===== config.mk =====
export PLATFORM = sky130hd
export DESIGN_NAME = traffic_light_timer
export DESIGN_NICKNAME = d
export VERILOG_FILES = /design/src/rtl/traffic_light_timer.sv
export SDC_FILE = /design/constraint.sdc
export NUM_CORES = 1
export LEC_CHECK = 0
export CORE_MARGIN = 2
export CORE_UTILIZATION = 35
export CTS_CLUSTER_SIZE = 16
export DETAILED_ROUTE_END_ITERATION = 12
export GPL_TIMING_DRIVEN = 0
export PLACE_DENSITY = 0.54
export SYNTH_ARGS = -nofsm -noshare
export SYNTH_HDL_FRONTEND = slang
export SYNTH_SLANG_ARGS = --single-unit

===== constraint.sdc =====
create_clock -name CLK -period 5.05 [get_ports CLK]
set_clock_uncertainty 0.15 [all_clocks]
set_input_delay 1.01 -clock CLK [delete_from_list [all_inputs] [get_ports CLK]]
set_output_delay 1.01 -clock CLK [all_outputs]
set_load 0.005 [all_outputs]

===== src/rtl/traffic_light_timer.sv =====
// Traffic-light sequencer: GREEN -> YELLOW -> RED -> GREEN with a two-digit
// BCD countdown, pause, manual phase skip and flashing-yellow night mode.
//
// state     | meaning
// ----------+----------------------------------------------------------
// ST_GREEN  | green lamp on, counting down GREEN_TIME seconds
// ST_YELLOW | yellow lamp on, counting down YELLOW_TIME seconds
// ST_RED    | red lamp on, counting down RED_TIME seconds
// ST_NIGHT  | digits 00, yellow lamp toggles once per second
module traffic_light_timer #(
    parameter int CLK_DIV     = 50000000,
    parameter int GREEN_TIME  = 25,
    parameter int YELLOW_TIME = 3,
    parameter int RED_TIME    = 30
) (
    input  logic       CLK,
    input  logic       CLR,
    input  logic       EN,
    input  logic       SKIP,
    input  logic       NIGHT,
    output logic [3:0] DIGIT0,
    output logic [3:0] DIGIT1,
    output logic       GREEN,
    output logic       YELLOW,
    output logic       RED,
    output logic       TICK
);

    typedef enum logic [1:0] {
        ST_GREEN  = 2'd0,
        ST_YELLOW = 2'd1,
        ST_RED    = 2'd2,
        ST_NIGHT  = 2'd3
    } state_t;

    localparam int              PW         = $clog2(CLK_DIV);
    localparam logic [PW-1:0]   PRESC_LAST = PW'(CLK_DIV - 1);

    localparam logic [3:0] G_TENS  = 4'(GREEN_TIME / 10);
    localparam logic [3:0] G_UNITS = 4'(GREEN_TIME % 10);
    localparam logic [3:0] Y_TENS  = 4'(YELLOW_TIME / 10);
    localparam logic [3:0] Y_UNITS = 4'(YELLOW_TIME % 10);
    localparam logic [3:0] R_TENS  = 4'(RED_TIME / 10);
    localparam logic [3:0] R_UNITS = 4'(RED_TIME % 10);

    state_t        state;
    logic [PW-1:0] prescaler;
    logic          tick;

    state_t        nxt_state;
    logic [3:0]    nxt_tens;
    logic [3:0]    nxt_units;
    logic          last_second;

    // One-second strobe, decoded straight from the prescaler so it lines up
    // with the edge that acts on it.
    assign tick = (prescaler == PRESC_LAST) && EN && !CLR;
    assign TICK = tick;

    // The display reads 01 on the final second of a phase; 00 is treated the
    // same so a corrupted count can never stall the sequence.
    assign last_second = (DIGIT1 == 4'd0) && (DIGIT0 <= 4'd1);

    // Following phase and its BCD load value; the night encoding falls back
    // to a green reload.
    always_comb begin
        nxt_state = ST_GREEN;
        nxt_tens  = G_TENS;
        nxt_units = G_UNITS;
        case (state)
            ST_GREEN: begin
                nxt_state = ST_YELLOW;
                nxt_tens  = Y_TENS;
                nxt_units = Y_UNITS;
            end
            ST_YELLOW: begin
                nxt_state = ST_RED;
                nxt_tens  = R_TENS;
                nxt_units = R_UNITS;
            end
            default: begin
                nxt_state = ST_GREEN;
                nxt_tens  = G_TENS;
                nxt_units = G_UNITS;
            end
        endcase
    end

    // Sequencer: reset, then night entry/exit, then skip, then the countdown.
    always_ff @(posedge CLK) begin
        if (CLR) begin
            state     <= ST_GREEN;
            prescaler <= '0;
            DIGIT1    <= G_TENS;
            DIGIT0    <= G_UNITS;
            GREEN     <= 1'b1;
            YELLOW    <= 1'b0;
            RED       <= 1'b0;
        end else if (NIGHT) begin
            if (state != ST_NIGHT) begin
                state     <= ST_NIGHT;
                prescaler <= '0;
                DIGIT1    <= 4'd0;
                DIGIT0    <= 4'd0;
                GREEN     <= 1'b0;
                YELLOW    <= 1'b1;
                RED       <= 1'b0;
            end else begin
                if (EN) begin
                    prescaler <= (prescaler == PRESC_LAST) ? '0 : prescaler + 1'b1;
                end
                if (tick) begin
                    YELLOW <= ~YELLOW;
                end
            end
        end else if (state == ST_NIGHT) begin
            // Leaving night mode always resumes on a full red phase.
            state     <= ST_RED;
            prescaler <= '0;
            DIGIT1    <= R_TENS;
            DIGIT0    <= R_UNITS;
            GREEN     <= 1'b0;
            YELLOW    <= 1'b0;
            RED       <= 1'b1;
        end else if (SKIP || (tick && last_second)) begin
            state     <= nxt_state;
            DIGIT1    <= nxt_tens;
            DIGIT0    <= nxt_units;
            GREEN     <= (nxt_state == ST_GREEN);
            YELLOW    <= (nxt_state == ST_YELLOW);
            RED       <= (nxt_state == ST_RED);
            if (SKIP) begin
                prescaler <= '0;
            end else begin
                prescaler <= (prescaler == PRESC_LAST) ? '0 : prescaler + 1'b1;
            end
        end else begin
            if (EN) begin
                prescaler <= (prescaler == PRESC_LAST) ? '0 : prescaler + 1'b1;
            end
            if (tick) begin
                if (DIGIT0 == 4'd0) begin
                    DIGIT0 <= 4'd9;
                    DIGIT1 <= DIGIT1 - 4'd1;
                end else begin
                    DIGIT0 <= DIGIT0 - 4'd1;
                end
            end
        end
    end

endmodule


# Word level (Yosys, flattened, before mapping)
# Cells that the tools add are included.
[totals]
reg_bits = 39
latchBits = 0
ram_bits = 0
rom_bits = 0
inputBits = 5
out_inout_bits = 12
elab_cells = 74
n_memories = 0
[op_classes]
addsub = 3
mul = 0
div_mod_pow = 0
order_cmp = 1
eq_ne = 8
shift = 0
muxes = 37
bitwise = 1
n_reduce_logical = 17
[op_table]
columns = ["operator", "n"]
rows = [
  ["$mux 26", 7],
  ["$mux 4", 11],
  ["$add 26x1->26 const B", 1],
  ["$eq 26x26->1 const B", 1],
  ["$mux 1", 12],
  ["$logic_not 4->1", 2],
  ["$mux 2", 4],
  ["$pmux 2 s2", 2],
  ["$reduce_bool 4->1", 2],
  ["$sub 4x1->4 const B", 2],
  ["$pmux 3 s2", 1],
  ["$reduce_and 2->1", 3],
  ["$eq 2x1->1 const B", 2],
  ["$eq 2x2->1 const B", 2],
  ["$le 4x1->1 const B", 1],
  ["$logic_and 1x1->1", 4],
  ["$logic_not 2->1", 2],
  ["$ne 3x1->1 const B", 1],
  ["$reduce_and 3->1", 1],
  ["$reduce_bool 3->1", 1],
  ["$ne 2x1->1 const B", 1],
  ["$ne 2x2->1 const B", 1],
  ["$logic_not 1->1", 1],
  ["$logic_or 1x1->1", 1],
  ["$not 1->1", 1],
]

# Longest topological paths before layout
[logic_depth]
depth_word = 8
ltp_mapped = 8

# Worst setup path after synthesis
# OpenSTA, ideal clock, no wires.
[synth_timing]
path_kind = "reg2out"
from = "register prescaler[7]"
to = "output TICK"
t_arrival_ns = 1.696
required_time_ns = 3.890
slack_ns = 2.194
stages_incl_launch_ff = 5
path_buffers = 1
path_cell_list = "dfxtp_1 > or4_4 > nor4_1 > clkbuf_1 > and4_1"
[synth_between]
elab_chain_cells = 3
[synth_rtl]
columns = ["item", "line_no", "source"]
rows = [
  ["start: declaration", "47", "logic [PW-1:0] prescaler;"],
  ["start signal: assignment", "110", "prescaler <= (prescaler == PRESC_LAST) ? '0 : prescaler + 1'b1;"],
  ["start signal: assignment", "135", "prescaler <= (prescaler == PRESC_LAST) ? '0 : prescaler + 1'b1;"],
  ["start signal: assignment", "139", "prescaler <= (prescaler == PRESC_LAST) ? '0 : prescaler + 1'b1;"],
  ["$eq 26x26->1", "57", "assign tick = (prescaler == PRESC_LAST) && EN && !CLR;"],
  ["$logic_and 1x1->1 (2 in series)", "57", ""],
  ["end: declaration", "26", "output logic TICK"],
]
# No other way between the ends.

# Final worst setup path
# Ends and elaborated chain as after synthesis.

==> qor.txt <==
Max FO, Critical Path - 10
Hold Violations, Final - 0
Slew @ Worst Pin - 0.917 ns
Postcts setup bufs - 0
Clk_lat worst skew - 0.29 ns
DP HPWL - 5200 um
Seq pwr share - 50.8%
Avg Cell Area, Syn - 7.82 um2
Top FF cell, synth - dfxtp_1
I/O Pins - 17
Switching power - 175 uW
Final hold slack - 0.346 ns
Max Fclk - 0.243 GHz
CP Launch Type - flip-flop
Setup Viol. Count Final - 0
Core area - 6870 um2
Final Net Count - 349
Fillers - 735
Number of routed nets with antenna violations - 0
Crit share post-route - 81.4%
Post-synth ARST share - 0%
Clock buffer depth - 2
Final wirelength - 7410 um
Maxcap violations - 0
Clk sinks - 39
Relative slew slack - 38.3%
Final min period - 4.11 ns
Total number of vias - 2594
Average wire per standard cell - 16.9 um
Cts hold-fix bufs - 0
Hold depth - 1
Number of synthesized flops with an enable pin - 0
Switching Fraction - 27.5%
Largest net degree at the start of global routing - 12
DRC errors left - 0
Seq/Total Area, Yosys - 31.1%
Via density - 5.92
Arr. time, crit path - 2.95 ns
Syn. warnings - 0
CTS HTree Levels - 2
CP Capture Type - primary output
Count leader, synth - dfxtp_1
Mapped Cells - 321
End of the worst register-to-register path - prescaler[9]$_SDFF_PP0_
Antenna violations before repair - 0
Area added between synthesis and finish - 13.9%
Die H - 88.7 um
Rows - 30
Status - finished clean
Final design utilization - 41.6%
Die W - 88.7 um
RSZ-0062 raised after global routing - false
Post-synthesis net count - 328
Clock power frac - 33.9%
Synth cell types - 65
Crit path capture - TICK
Final Max Slew Viols - 0
Reg2reg setup slack - 2.08 ns
Ant diodes - 0
Clock-pin slew on the worst setup and hold paths - 0.08 ns
CP Class - reg2out
Post-CTS Resized - 0
Port Buf Inserts - 14
Synth area leader - dfxtp_1
Starting DRT DRC Count - 137
Seq cells post-synth - 39
Worst hold path type - reg2reg
Worst reg2reg path depth - 6
TritonCTS buffer count - 5
Post-Syn Area - 2510 um2
Remaining Overflow, GRT - 0
Setup TNS - 0 ns
TritonCTS clock tree - yes
Comb pwr share - 15.2%
Die area - 7870 um2
Worst vdd ir - 98.2 uV
GRT Total Usage - 20.1%
Power Internal - 463 uW
Pwr/cell area - 223 nW/um2
Post-synth top area share - 31.1%
Vias in the first global route - 2459
Top cells by instance count after synthesis - dfxtp_1 (39), a21oi_1 (32), nor2_1 (29)
Final WS setup - 0.938 ns
Crit path required time - 3.89 ns
Drt pass-1 iters - 5
Cell chosen for the clock root - clkbuf_8
First-pass GRT wire length - 12400 um
GP Congestion - 0.862
Reg-to-reg startpoint - prescaler[2]$_SDFF_PP0_
Layout cell share with drive strength beyond 1 - 7.60%
Leak Pwr - 0.834 nW
Setup WS pre-CTS - 1.16 ns
Top area cells in the synthesized netlist - dfxtp_1 (31%), a21oi_1 (6.4%), nor2_1 (4.3%)
Starting Density - 36.6%
Setup crit start - prescaler[7]$_SDFF_PP0_
==> power by group through the flow <==
| stage | Sequential (mW) | Clock [mW] | Combinational (mW) |
|---|---|---|---|
| floorplan | 0.330 | 0 | 0.0617 |
| global placement | 0.331 | 0 | 0.0968 |
| detailed placement | 0.331 | 0 | 0.0957 |
| CTS | 0.324 | 0.228 | 0.0960 |
| global route | 0.326 | 0.243 | 0.108 |
| finish | 0.324 | 0.216 | 0.0973 |
==> layer usage <==
layer | vias to the layer above | wire [um] | track usage, %
met5 | - | 0 | 0
met3 | 15 | 413 | 4.10
met2 | 88 | 3450 | 32.3
met4 | 0 | 129 | 8.54
li1 | 1281 | - | -
met1 | 1210 | 3410 | 26.0
==> cell usage in the layout (no fill, tap or decap), types with 3 or more instances in the layout <==
cell type / instances
dfxtp_1: 39
a21oi_1: 32
nor2_1: 29
o21ai_0: 20
nand2_1: 18
nand3_1: 17
nand4_1: 17
clkbuf_1: 15
clkdlybuf4s50_1: 14
or3_1: 11
nor4_1: 8
nor3_1: 7
inv_1: 6
clkbuf_8: 6
and2_1: 5
a22oi_1: 5
and3_1: 4
xor2_1: 4
and4_1: 3
buf_2: 3
a32oi_1: 3
a21o_1: 3
or4_1: 3
a21boi_0: 3
o21ai_1: 3
o21a_1: 3
nor3b_1: 3
a221o_1: 3
o22ai_1: 3
o211ai_1: 3
==> how the worst min path moves through the flow <==
stage / from / end
floorplan: prescaler[25]$_SDFF_PP0_ / prescaler[25]$_SDFF_PP0_
global placement: prescaler[25]$_SDFF_PP0_ / prescaler[25]$_SDFF_PP0_
detailed placement: prescaler[25]$_SDFF_PP0_ / prescaler[25]$_SDFF_PP0_
global route: prescaler[25]$_SDFF_PP0_ / prescaler[25]$_SDFF_PP0_
CTS: prescaler[25]$_SDFF_PP0_ / prescaler[25]$_SDFF_PP0_
finish: GREEN$_SDFFE_PP1P_ / GREEN$_SDFFE_PP1P_
==> stage by stage <==
step / std cells / area [um2] / power, mW
after global routing: 438 / 2860 / 0.676
after floorplan: 321 / 2510 / 0.392
after global placement: 431 / 2770 / 0.428
after CTS: 438 / 2860 / 0.648
final: 438 / 2860 / 0.638
after detailed placement: 431 / 2770 / 0.427
==> logic make-up (layout without fill, tap and decap cells) <==
group                    Yosys count  in the layout  synth area share, %
adder cells (fa/ha/maj)            2              2                0.996
flip-flops                        39             39                 31.1
AO/OA/AOI/OAI                    101            101                 27.0
buffers and inverters             27             48                 4.63
AND/OR/NAND/NOR                  143            143                 32.9
multiplexers                       3              3                 1.25
XOR/XNOR                           6              6                 2.09
==> state kept, by name (all words and copies together) (netlist names) <==
register,count
state,2
GREEN,1
DIGIT0,4
YELLOW,1
prescaler,26
RED,1
DIGIT1,4
==> worst max-delay path, stage by stage, from the launching register on <==
cell and delay, ns:
dfxtp_1 0.37, or4_4 0.59, nor4_1 0.45, clkbuf_1 0.45, and4_1 0.29, clkdlybuf4s50_1 0.50
==> area by class of cell <==
cell class	instances	area [um2]	share of cell area, %
sequential	39	781	27.3
multi-input combinational	255	1610	56.5
timing repair buffer	14	140	4.90
inverter	7	26.3	0.919
tap	96	120	4.20
buffer	20	90.1	3.15
clock buffer	6	82.6	2.89
clock inverter	1	5.00	0.175
(Power assumes the default switching activity.)
